## config.mk

```make
export PLATFORM = sky130hd
export DESIGN_NAME = mac_sequencer_flat
export DESIGN_NICKNAME = d
export VERILOG_FILES = /design/src/rtl/mac_sequencer_if.sv /design/src/rtl/mac_sequencer.sv /design/src/flat_wrapper.sv
export SDC_FILE = /design/constraint.sdc
export NUM_CORES = 1
export LEC_CHECK = 0
export BUFFER_PORTS_ARGS = -buffer_cell sky130_fd_sc_hd__buf_4
export CORE_UTILIZATION = 45
export CTS_BUF_LIST = sky130_fd_sc_hd__clkbuf_8
export DETAILED_ROUTE_END_ITERATION = 8
export PLACE_DENSITY_LB_ADDON = 0.1
export SLEW_MARGIN = 20
export SYNTH_ARGS = -nofsm -noshare
export SYNTH_HDL_FRONTEND = slang
export SYNTH_SLANG_ARGS = --single-unit
```

## constraint.sdc

```tcl
create_clock -name clk -period 2.5 [get_ports clk]
set_input_delay 0.25 -clock clk [delete_from_list [all_inputs] [get_ports clk]]
set_output_delay 0.25 -clock clk [all_outputs]
set_load 0.01 [all_outputs]
```

## src/rtl/mac_sequencer_if.sv

```systemverilog
// Stream bundle around the MAC sequencer: B-vector and matrix-element inputs, per-row results.
// The master modport is the sequencer's view. The slave modport is the surrounding FIFOs/sink.
interface mac_sequencer_if #(
    parameter int DATA_WIDTH = 8
);
    logic                      b_valid;
    logic                      b_ready;
    logic [DATA_WIDTH-1:0]     b_data;
    logic                      a_valid;
    logic                      a_ready;
    logic [DATA_WIDTH-1:0]     a_data;
    logic                      res_valid;
    logic                      res_ready;
    logic [3*DATA_WIDTH-1:0]   res_data;

    modport master (
        input  b_valid, b_data, a_valid, a_data, res_ready,
        output b_ready, a_ready, res_valid, res_data
    );

    modport slave (
        output b_valid, b_data, a_valid, a_data, res_ready,
        input  b_ready, a_ready, res_valid, res_data
    );
endinterface

```

## src/rtl/mac_sequencer.sv

```systemverilog
// Loads a B vector, then streams each matrix row with the matching B element into one MAC,
// clearing it before the row, flushing its product register after it and publishing the sum.
module mac_sequencer #(
    parameter int DATA_WIDTH = 8,
    parameter int VEC_LEN    = 8,
    parameter int NUM_ROWS   = 8
) (
    input  logic                    clk,
    input  logic                    rst_n,
    input  logic                    start,
    output logic                    busy,
    output logic                    done,
    mac_sequencer_if.master         bus,
    output logic                    mac_clr,
    output logic                    mac_en,
    output logic [DATA_WIDTH-1:0]   mac_ain,
    output logic [DATA_WIDTH-1:0]   mac_bin,
    input  logic [3*DATA_WIDTH-1:0] mac_cout
);
    localparam int IDX_W = (VEC_LEN > 1) ? $clog2(VEC_LEN) : 1;
    localparam int ROW_W = (NUM_ROWS > 1) ? $clog2(NUM_ROWS) : 1;
    localparam logic [IDX_W-1:0] IDX_LAST = IDX_W'(VEC_LEN - 1);
    localparam logic [ROW_W-1:0] ROW_LAST = ROW_W'(NUM_ROWS - 1);

    typedef enum logic [2:0] {
        IDLE, LOAD_B, CLEAR, STREAM, FLUSH, CAPTURE, OUTPUT, DONE
    } state_t;

    state_t                  state, state_nxt;
    logic [IDX_W-1:0]        idx;
    logic [ROW_W-1:0]        row;
    logic [DATA_WIDTH-1:0]   bbuf [VEC_LEN];
    logic                    res_valid_q;
    logic [3*DATA_WIDTH-1:0] res_data_q;
    logic                    b_ready_c, a_ready_c;
    logic                    b_xfer, a_xfer, res_xfer;

    assign b_xfer   = bus.b_valid && b_ready_c;
    assign a_xfer   = bus.a_valid && a_ready_c;
    assign res_xfer = res_valid_q && bus.res_ready;

    assign busy          = (state != IDLE);
    assign bus.b_ready   = b_ready_c;
    assign bus.a_ready   = a_ready_c;
    assign bus.res_valid = res_valid_q;
    assign bus.res_data  = res_data_q;

    always_comb begin
        state_nxt = state;
        b_ready_c = 1'b0;
        a_ready_c = 1'b0;
        mac_clr   = 1'b0;
        mac_en    = 1'b0;
        mac_ain   = '0;
        mac_bin   = '0;
        done      = 1'b0;
        case (state)
            IDLE:    if (start) state_nxt = LOAD_B;
            LOAD_B: begin
                b_ready_c = 1'b1;
                if (bus.b_valid && idx == IDX_LAST) state_nxt = CLEAR;
            end
            CLEAR: begin
                mac_clr   = 1'b1;
                state_nxt = STREAM;
            end
            STREAM: begin
                // Operands are gated to zero on bubbles so the MAC never sees stale data.
                a_ready_c = 1'b1;
                mac_en    = bus.a_valid;
                if (bus.a_valid) begin
                    mac_ain = bus.a_data;
                    mac_bin = bbuf[idx];
                    if (idx == IDX_LAST) state_nxt = FLUSH;
                end
            end
            FLUSH: begin
                // Zero operands retire the last registered product and leave the product reg at 0.
                mac_en    = 1'b1;
                state_nxt = CAPTURE;
            end
            CAPTURE: state_nxt = OUTPUT;
            OUTPUT:  if (res_xfer) state_nxt = (row == ROW_LAST) ? DONE : CLEAR;
            DONE: begin
                done      = 1'b1;
                state_nxt = IDLE;
            end
            default: state_nxt = IDLE;
        endcase
    end

    always_ff @(posedge clk or negedge rst_n) begin
        if (!rst_n) begin
            state       <= IDLE;
            idx         <= '0;
            row         <= '0;
            res_valid_q <= 1'b0;
            res_data_q  <= '0;
            for (int i = 0; i < VEC_LEN; i++) bbuf[i] <= '0;
        end else begin
            state <= state_nxt;
            case (state)
                IDLE: if (start) begin
                    idx <= '0;
                    row <= '0;
                end
                LOAD_B: if (b_xfer) begin
                    bbuf[idx] <= bus.b_data;
                    idx       <= (idx == IDX_LAST) ? '0 : idx + 1'b1;
                end
                CLEAR:  idx <= '0;
                STREAM: if (a_xfer) idx <= (idx == IDX_LAST) ? '0 : idx + 1'b1;
                CAPTURE: begin
                    res_valid_q <= 1'b1;
                    res_data_q  <= mac_cout;
                end
                OUTPUT: if (res_xfer) begin
                    res_valid_q <= 1'b0;
                    if (row != ROW_LAST) row <= row + 1'b1;
                end
                default: ;
            endcase
        end
    end
endmodule
```

## src/flat_wrapper.sv

```systemverilog
// flat-port wrapper written by rule: the top's interface ports become plain ports
module mac_sequencer_flat 
#(
    parameter int DATA_WIDTH = 8,
    parameter int VEC_LEN    = 8,
    parameter int NUM_ROWS   = 8
)
  (clk, rst_n, start, busy, done, mac_clr, mac_en, mac_ain, mac_bin, mac_cout, bus_b_valid, bus_b_data, bus_a_valid, bus_a_data, bus_res_ready, bus_b_ready, bus_a_ready, bus_res_valid, bus_res_data);
  mac_sequencer_if #(.DATA_WIDTH(DATA_WIDTH)) bus_i ();
  input  logic clk;
  input  logic rst_n;
  input  logic start;
  output logic busy;
  output logic done;
  output logic mac_clr;
  output logic mac_en;
  output logic [DATA_WIDTH-1:0] mac_ain;
  output logic [DATA_WIDTH-1:0] mac_bin;
  input  logic [3*DATA_WIDTH-1:0] mac_cout;
  input wire logic [$bits(bus_i.b_valid)-1:0] bus_b_valid;
  input wire logic [$bits(bus_i.b_data)-1:0] bus_b_data;
  input wire logic [$bits(bus_i.a_valid)-1:0] bus_a_valid;
  input wire logic [$bits(bus_i.a_data)-1:0] bus_a_data;
  input wire logic [$bits(bus_i.res_ready)-1:0] bus_res_ready;
  output wire logic [$bits(bus_i.b_ready)-1:0] bus_b_ready;
  output wire logic [$bits(bus_i.a_ready)-1:0] bus_a_ready;
  output wire logic [$bits(bus_i.res_valid)-1:0] bus_res_valid;
  output wire logic [$bits(bus_i.res_data)-1:0] bus_res_data;
  assign bus_i.b_valid = bus_b_valid;
  assign bus_i.b_data = bus_b_data;
  assign bus_i.a_valid = bus_a_valid;
  assign bus_i.a_data = bus_a_data;
  assign bus_i.res_ready = bus_res_ready;
  assign bus_b_ready = bus_i.b_ready;
  assign bus_a_ready = bus_i.a_ready;
  assign bus_res_valid = bus_i.res_valid;
  assign bus_res_data = bus_i.res_data;
  mac_sequencer #(.DATA_WIDTH(DATA_WIDTH), .VEC_LEN(VEC_LEN), .NUM_ROWS(NUM_ROWS)) u_core (.clk(clk), .rst_n(rst_n), .start(start), .busy(busy), .done(done), .bus(bus_i), .mac_clr(mac_clr), .mac_en(mac_en), .mac_ain(mac_ain), .mac_bin(mac_bin), .mac_cout(mac_cout));
endmodule
```

Yosys cells after proc, flatten, opt, wreduce, memory -nomap -nowiden. Cells that the tools add are included.

Add/subtract/negate cells: 2. $lt $le $gt $ge: 2. Equal/unequal tests: 18. Muxes and demuxes: 32. Bitwise operators: 1. Reduce and logical (&&, ||, !) cells: 15.

Operator list (count): $bwmux 64 (1); $mux 8 (7); $mux 3 (12); $bmux 8 s3 (1); $demux 8 s3 (1); $pmux 3 s8 (1); $eq 3x3->1 const B (6); $ne 2x1->1 const B (6); $pmux 3 s4 (1); $reduce_and 4->1 (2); $add 3x1->3 const B (2); $eq 3x2->1 const B (2); $pmux 3 s2 (1); $logic_and 1x1->1 (5); $mux 1 (5); $reduce_and 5->1 (1); $ge 4x4->1 const B (1); $lt 4x1->1 const B (1); $ne 2x2->1 const B (2); $not 3->4 (1); $pmux 1 s2 (2); $reduce_and 2->1 (2); $reduce_bool 2->1 (2); $reduce_bool 4->1 (1); other kinds (4) (4).

Register bits after elaboration: 98. Logic and storage cells: 83.

Longest topological paths before layout.
Depth in word-level cells: 6. Gate-level depth with buffers: 7. Depth with buffers taken out: 6.

Worst setup path before layout. Ideal clock, no wire load.

Path kind: register to register. From: register u_core.row[0]. To: register u_core.row[1]. Setup time: 0.125 ns. Data arrival time: 1.602 ns. Required time: 2.375 ns. Setup slack: 0.774 ns. Stages on the path, launching flop included: 7. Buffers on the path: 0. Period minus slack after synthesis: 1.726 ns. Cells stage by stage: dfrtp_1 -> ha_1 -> ha_1 -> and3b_1 -> nand3_1 -> a21oi_1 -> mux2_2.

Word-level cells in the longest chain between the ends: 4. Elaborated cells between the ends (all ways): 7. Those cells by class: add/sub: 1; eq/ne: 2; mux: 3; reduce/logical: 1.

Ends and longest elaborated chain: start: declaration (line mac_sequencer.sv:31) `logic [ROW_W-1:0] row;`; start signal: assignment (line mac_sequencer.sv:119) `if (row != ROW_LAST) row <= row + 1'b1;`; $add 3x1->3 (line mac_sequencer.sv:119); $mux 3 (line mac_sequencer.sv:119); $mux 3 (line mac_sequencer.sv:117) `OUTPUT: if (res_xfer) begin`; $pmux 3 s2 (line mac_sequencer.sv:102) `case (state)`.

Several ways; a longest one is shown, not always the timed one. The select of a mux whose other input is x is not followed. A chain may end at the register's enable or synchronous reset.

Final worst setup path.
From: register u_core.idx[1]. To: output mac_bin[7].

Word-level cells in the longest chain between the ends: 6.

Ends and longest elaborated chain: start: declaration (line mac_sequencer.sv:30) `logic [IDX_W-1:0] idx;`; start signal: assignment (line mac_sequencer.sv:109) `idx <= (idx == IDX_LAST) ? '0 : idx + 1'b1;`; start signal: assignment (line mac_sequencer.sv:112) `STREAM: if (a_xfer) idx <= (idx == IDX_LAST) ? '0 : idx + 1'b1;`; $not 3->4 (not written as such) (line mac_sequencer.sv:73) `mac_bin = bbuf[idx];`; $bmux 8 s3 (line mac_sequencer.sv:73); $mux 8 (not written as such) (2 in series) (line mac_sequencer.sv:73); $mux 8 (line mac_sequencer.sv:71) `if (bus.a_valid) begin`; $mux 8 (line mac_sequencer.sv:57) `case (state)`; end: declaration (line flat_wrapper.sv:18) `output logic [DATA_WIDTH-1:0] mac_bin;`.

No other way between the ends. The select of a mux whose other input is x is not followed.

==> flow_summary.ini <==
[finish]
diodes = 0
final_nets = 500
area_growth_pct = 24.0
utilization_pct = 58.2
drive_gt1_share_pct = 52.4

[power]
p_switching_uw = 2440
powerDensity_nw_per_um2 = 1190
clkPwrFrac_pct = 14.4
p_sw_share_pct = 35.5
power.leakage_uw = 0.00271
ir_worst_vdd_mv = 0.484
seq_power_share_pct = 41.8
pwr-share-comb_pct = 43.9
p_int_uw = 4420

[critical_path]
rr_worst_depth = 5
end_kind = output port
critical_path_class = reg -> out
cpPeakStageDelay_ns = 0.71
cp-start-kind = flip-flop
cp_data_arrival_time_ns = 2.06
worstPathCellList = nor2_1 -> a22o_1 -> a221oi_1 -> nor2_1 -> buf_4
cp_common_cell = nor2_1
rr_startpoint = u_core.idx[1]$_DFFE_PN0P_
cp-endpoint = mac_bin[7]
crit_required_ns = 2.25
critPathSlowestCell = dfrtp_1
rrSetupSlack_ns = 0.59
crit_path_start = u_core.idx[1]$_DFFE_PN0P_
cp_max_fo = 12
r2r_end = u_core.bbuf[14]$_DFFE_PN0P_

[grt]
grt_start_max_net_pins = 51
grt_pass1_wl_um = 16900
overflow = 0
track_usage_pct = 20.2
grt_pass1_vias = 3267
antenna_found_initial = 0

[clock_network]
clk_latency_ns = 0.37
cts_tree = done
cts.clk_slew.worst_paths_ns = 0.11
clockBufferDepth = 2
clock_sinks = 98
clockRootBuffer = clkbuf_8
cts_buffers = 9
cts.htree.levels = 3

[timing]
rsz0062_at_grt = false
relSlewSlack_pct = 56.5
hold_viol_final = 0
timing.final.ws_setup_ns = 0.190
fmax_ghz = 0.433
setup_viol = 0
max_slew.worst_pin.slew_ns = 0.653
slew_viol_final = 0
finalSetupTns_ns = 0
fin_crit_sh_pct = 92.4
clock_skew_ns = 0.0120
period_needed_ns = 2.31
hold_ws_ns = 0.102

[flow_run]
max-cap-violations = 0

[die]
initial_core_util_pct = 46.9
boundaryPins = 93
die_h_um = 104
coreArea_um2 = 9910
rows = 36
die_x_um = 104
dieArea_um2 = 10700

[synth]
mappedNetlistArea_um2 = 4650
syn_nets = 394
synth.distinct_cells = 49
synth-seq-area-share_pct = 52.7
async_flop_share_pct = 100
synth_edf_count = 0
ys.flop_type = dfrtp_1
synthCells = 343
ys_ff_latch = 98
avgSynthCellArea_um2 = 13.6
yosysWarningCount = 0

[hold_path]
hold_class = in -> reg
hold_start = mac_cout[8]

[routing]
vias = 3153
totalWireLength_um = 10200
drt_first_pass_iters = 4
wire_per_inst_um = 17.4
first_iter_violations = 106
ant_nets = 0
drc = 0
avgViaCountPerCell = 5.37

[placed_design]
numPortBuffers = 92
gp_congestion = 0.721
place_ws_ns = 0.348
dp_hpwl_um = 7170

[run_status]
status = complete, no violations
==> stage by stage <==
| stage | std cells | total power, uW | area (um^2) |
|---|---|---|---|
| global placement | 570 | 5830 | 5570 |
| floorplan | 343 | 4760 | 4650 |
| finish | 587 | 6850 | 5770 |
| detailed placement | 570 | 5920 | 5570 |
| CTS | 587 | 6910 | 5770 |
| global route | 587 | 7310 | 5770 |
==> area by class of cell <==
| class | count | area, um^2 |
|---|---|---|
| fill | 839 | 4140 |
| sequential | 98 | 2450 |
| multi-input combinational | 222 | 2090 |
| timing repair buffer | 114 | 858 |
| tap | 133 | 166 |
| clock buffer | 9 | 124 |
| clock inverter | 7 | 61.3 |
| inverter | 4 | 15.0 |
==> state kept, by name (all words and copies together), names as in the netlist <==
signal,count
u_core.state,3
u_core.idx,3
u_core.bus.res_valid,1
u_core.bus.res_data,24
u_core.bbuf,64
u_core.row,3
==> worst min-delay path by stage <==
| stage | endpoint | slack [ns] | cells after the start |
|---|---|---|---|
| after floorplan | u_core.bbuf[0]$_DFFE_PN0P_ | -0.05 | 0 |
| after global placement | u_core.row[1]$_DFFE_PN0P_ | 0.32 | 1 |
| final | u_core.bus.res_data[8]$_DFFE_PN0P_ | 0.10 | 2 |
| after global routing | u_core.bus.res_data[17]$_DFFE_PN0P_ | 0.08 | 2 |
| after detailed placement | u_core.row[0]$_DFFE_PN0P_ | 0.32 | 1 |
| after CTS | u_core.bus.res_data[8]$_DFFE_PN0P_ | 0.09 | 2 |
==> layer usage <==
layer / GRT usage [%] / up-vias / part of all wire, %
met1: 26.7 / 1590 / 45
met4: 6.02 / 0 / 1.0
li1: - / 1469 / -
met3: 4.41 / 11 / 4.7
met2: 33.5 / 83 / 49
met5: 0 / - / 0
==> critical path, delay by kind of cell (launching register included) <==
family,cells,cell delay (ns)
flops,1,0.71
compound gates,2,0.52
simple gates,2,0.32
buf+inv,1,0.15
==> cell usage in the layout (no fill, tap or decap), types with 6 or more instances in the layout <==
cell	synthesis	routed
buf_4	2	113
nor2_1	13	13
mux2_2	87	87
nand2_1	7	6
clkbuf_8	0	9
and3_1	13	13
o21ai_0	8	8
a21oi_1	11	11
mux2i_1	15	15
dfrtp_1	98	97
mux4_2	6	6
==> cell families (layout without fill, tap and decap cells) <==
| family | count (synthesis) | count (layout) | share of synthesized area (%) |
|---|---|---|---|
| compound gates | 39 | 39 | 5.73 |
| flops | 98 | 98 | 52.7 |
| simple gates | 65 | 65 | 9.39 |
| fa+ha+maj | 5 | 5 | 1.34 |
| mux | 113 | 113 | 28.4 |
| buf+inv | 23 | 134 | 2.42 |
==> cell usage after synthesis, types with 3 or more instances <==
cell | instances | share of area, %
a21oi_1 | 11 | 1.2
ha_1 | 5 | 1.3
nor2_1 | 13 | 1.0
mux2_1 | 5 | 1.2
nand3_1 | 4 | 0.43
clkbuf_1 | 5 | 0.40
nor2b_1 | 3 | 0.40
o32ai_1 | 3 | 0.56
a22o_1 | 5 | 0.94
mux2_2 | 87 | 21
nand2_1 | 7 | 0.56
dfrtp_1 | 98 | 53
mux2i_1 | 15 | 3.2
nor3_4 | 3 | 1.0
o21ai_0 | 8 | 0.86
and3_1 | 13 | 1.7
buf_2 | 9 | 0.97
mux4_2 | 6 | 2.9
==> power by group through the flow <==
stage	registers [uW]	logic (uW)	clock network (uW)
floorplan	2750	2010	0
global route	2970	3260	1090
finish	2860	3010	986
global placement	2860	2970	0
CTS	2870	3030	1010
detailed placement	2900	3030	0
==> timing repair <==
item                                    CTS  global route
hold buffers                              1             0
gates cloned                              0             0
endpoints found under the hold margin    47             0
endpoints found under the setup margin    1             4
setup buffers                             0             0
gates resized for setup                   1             1
Power figures use the tool's default switching activity.
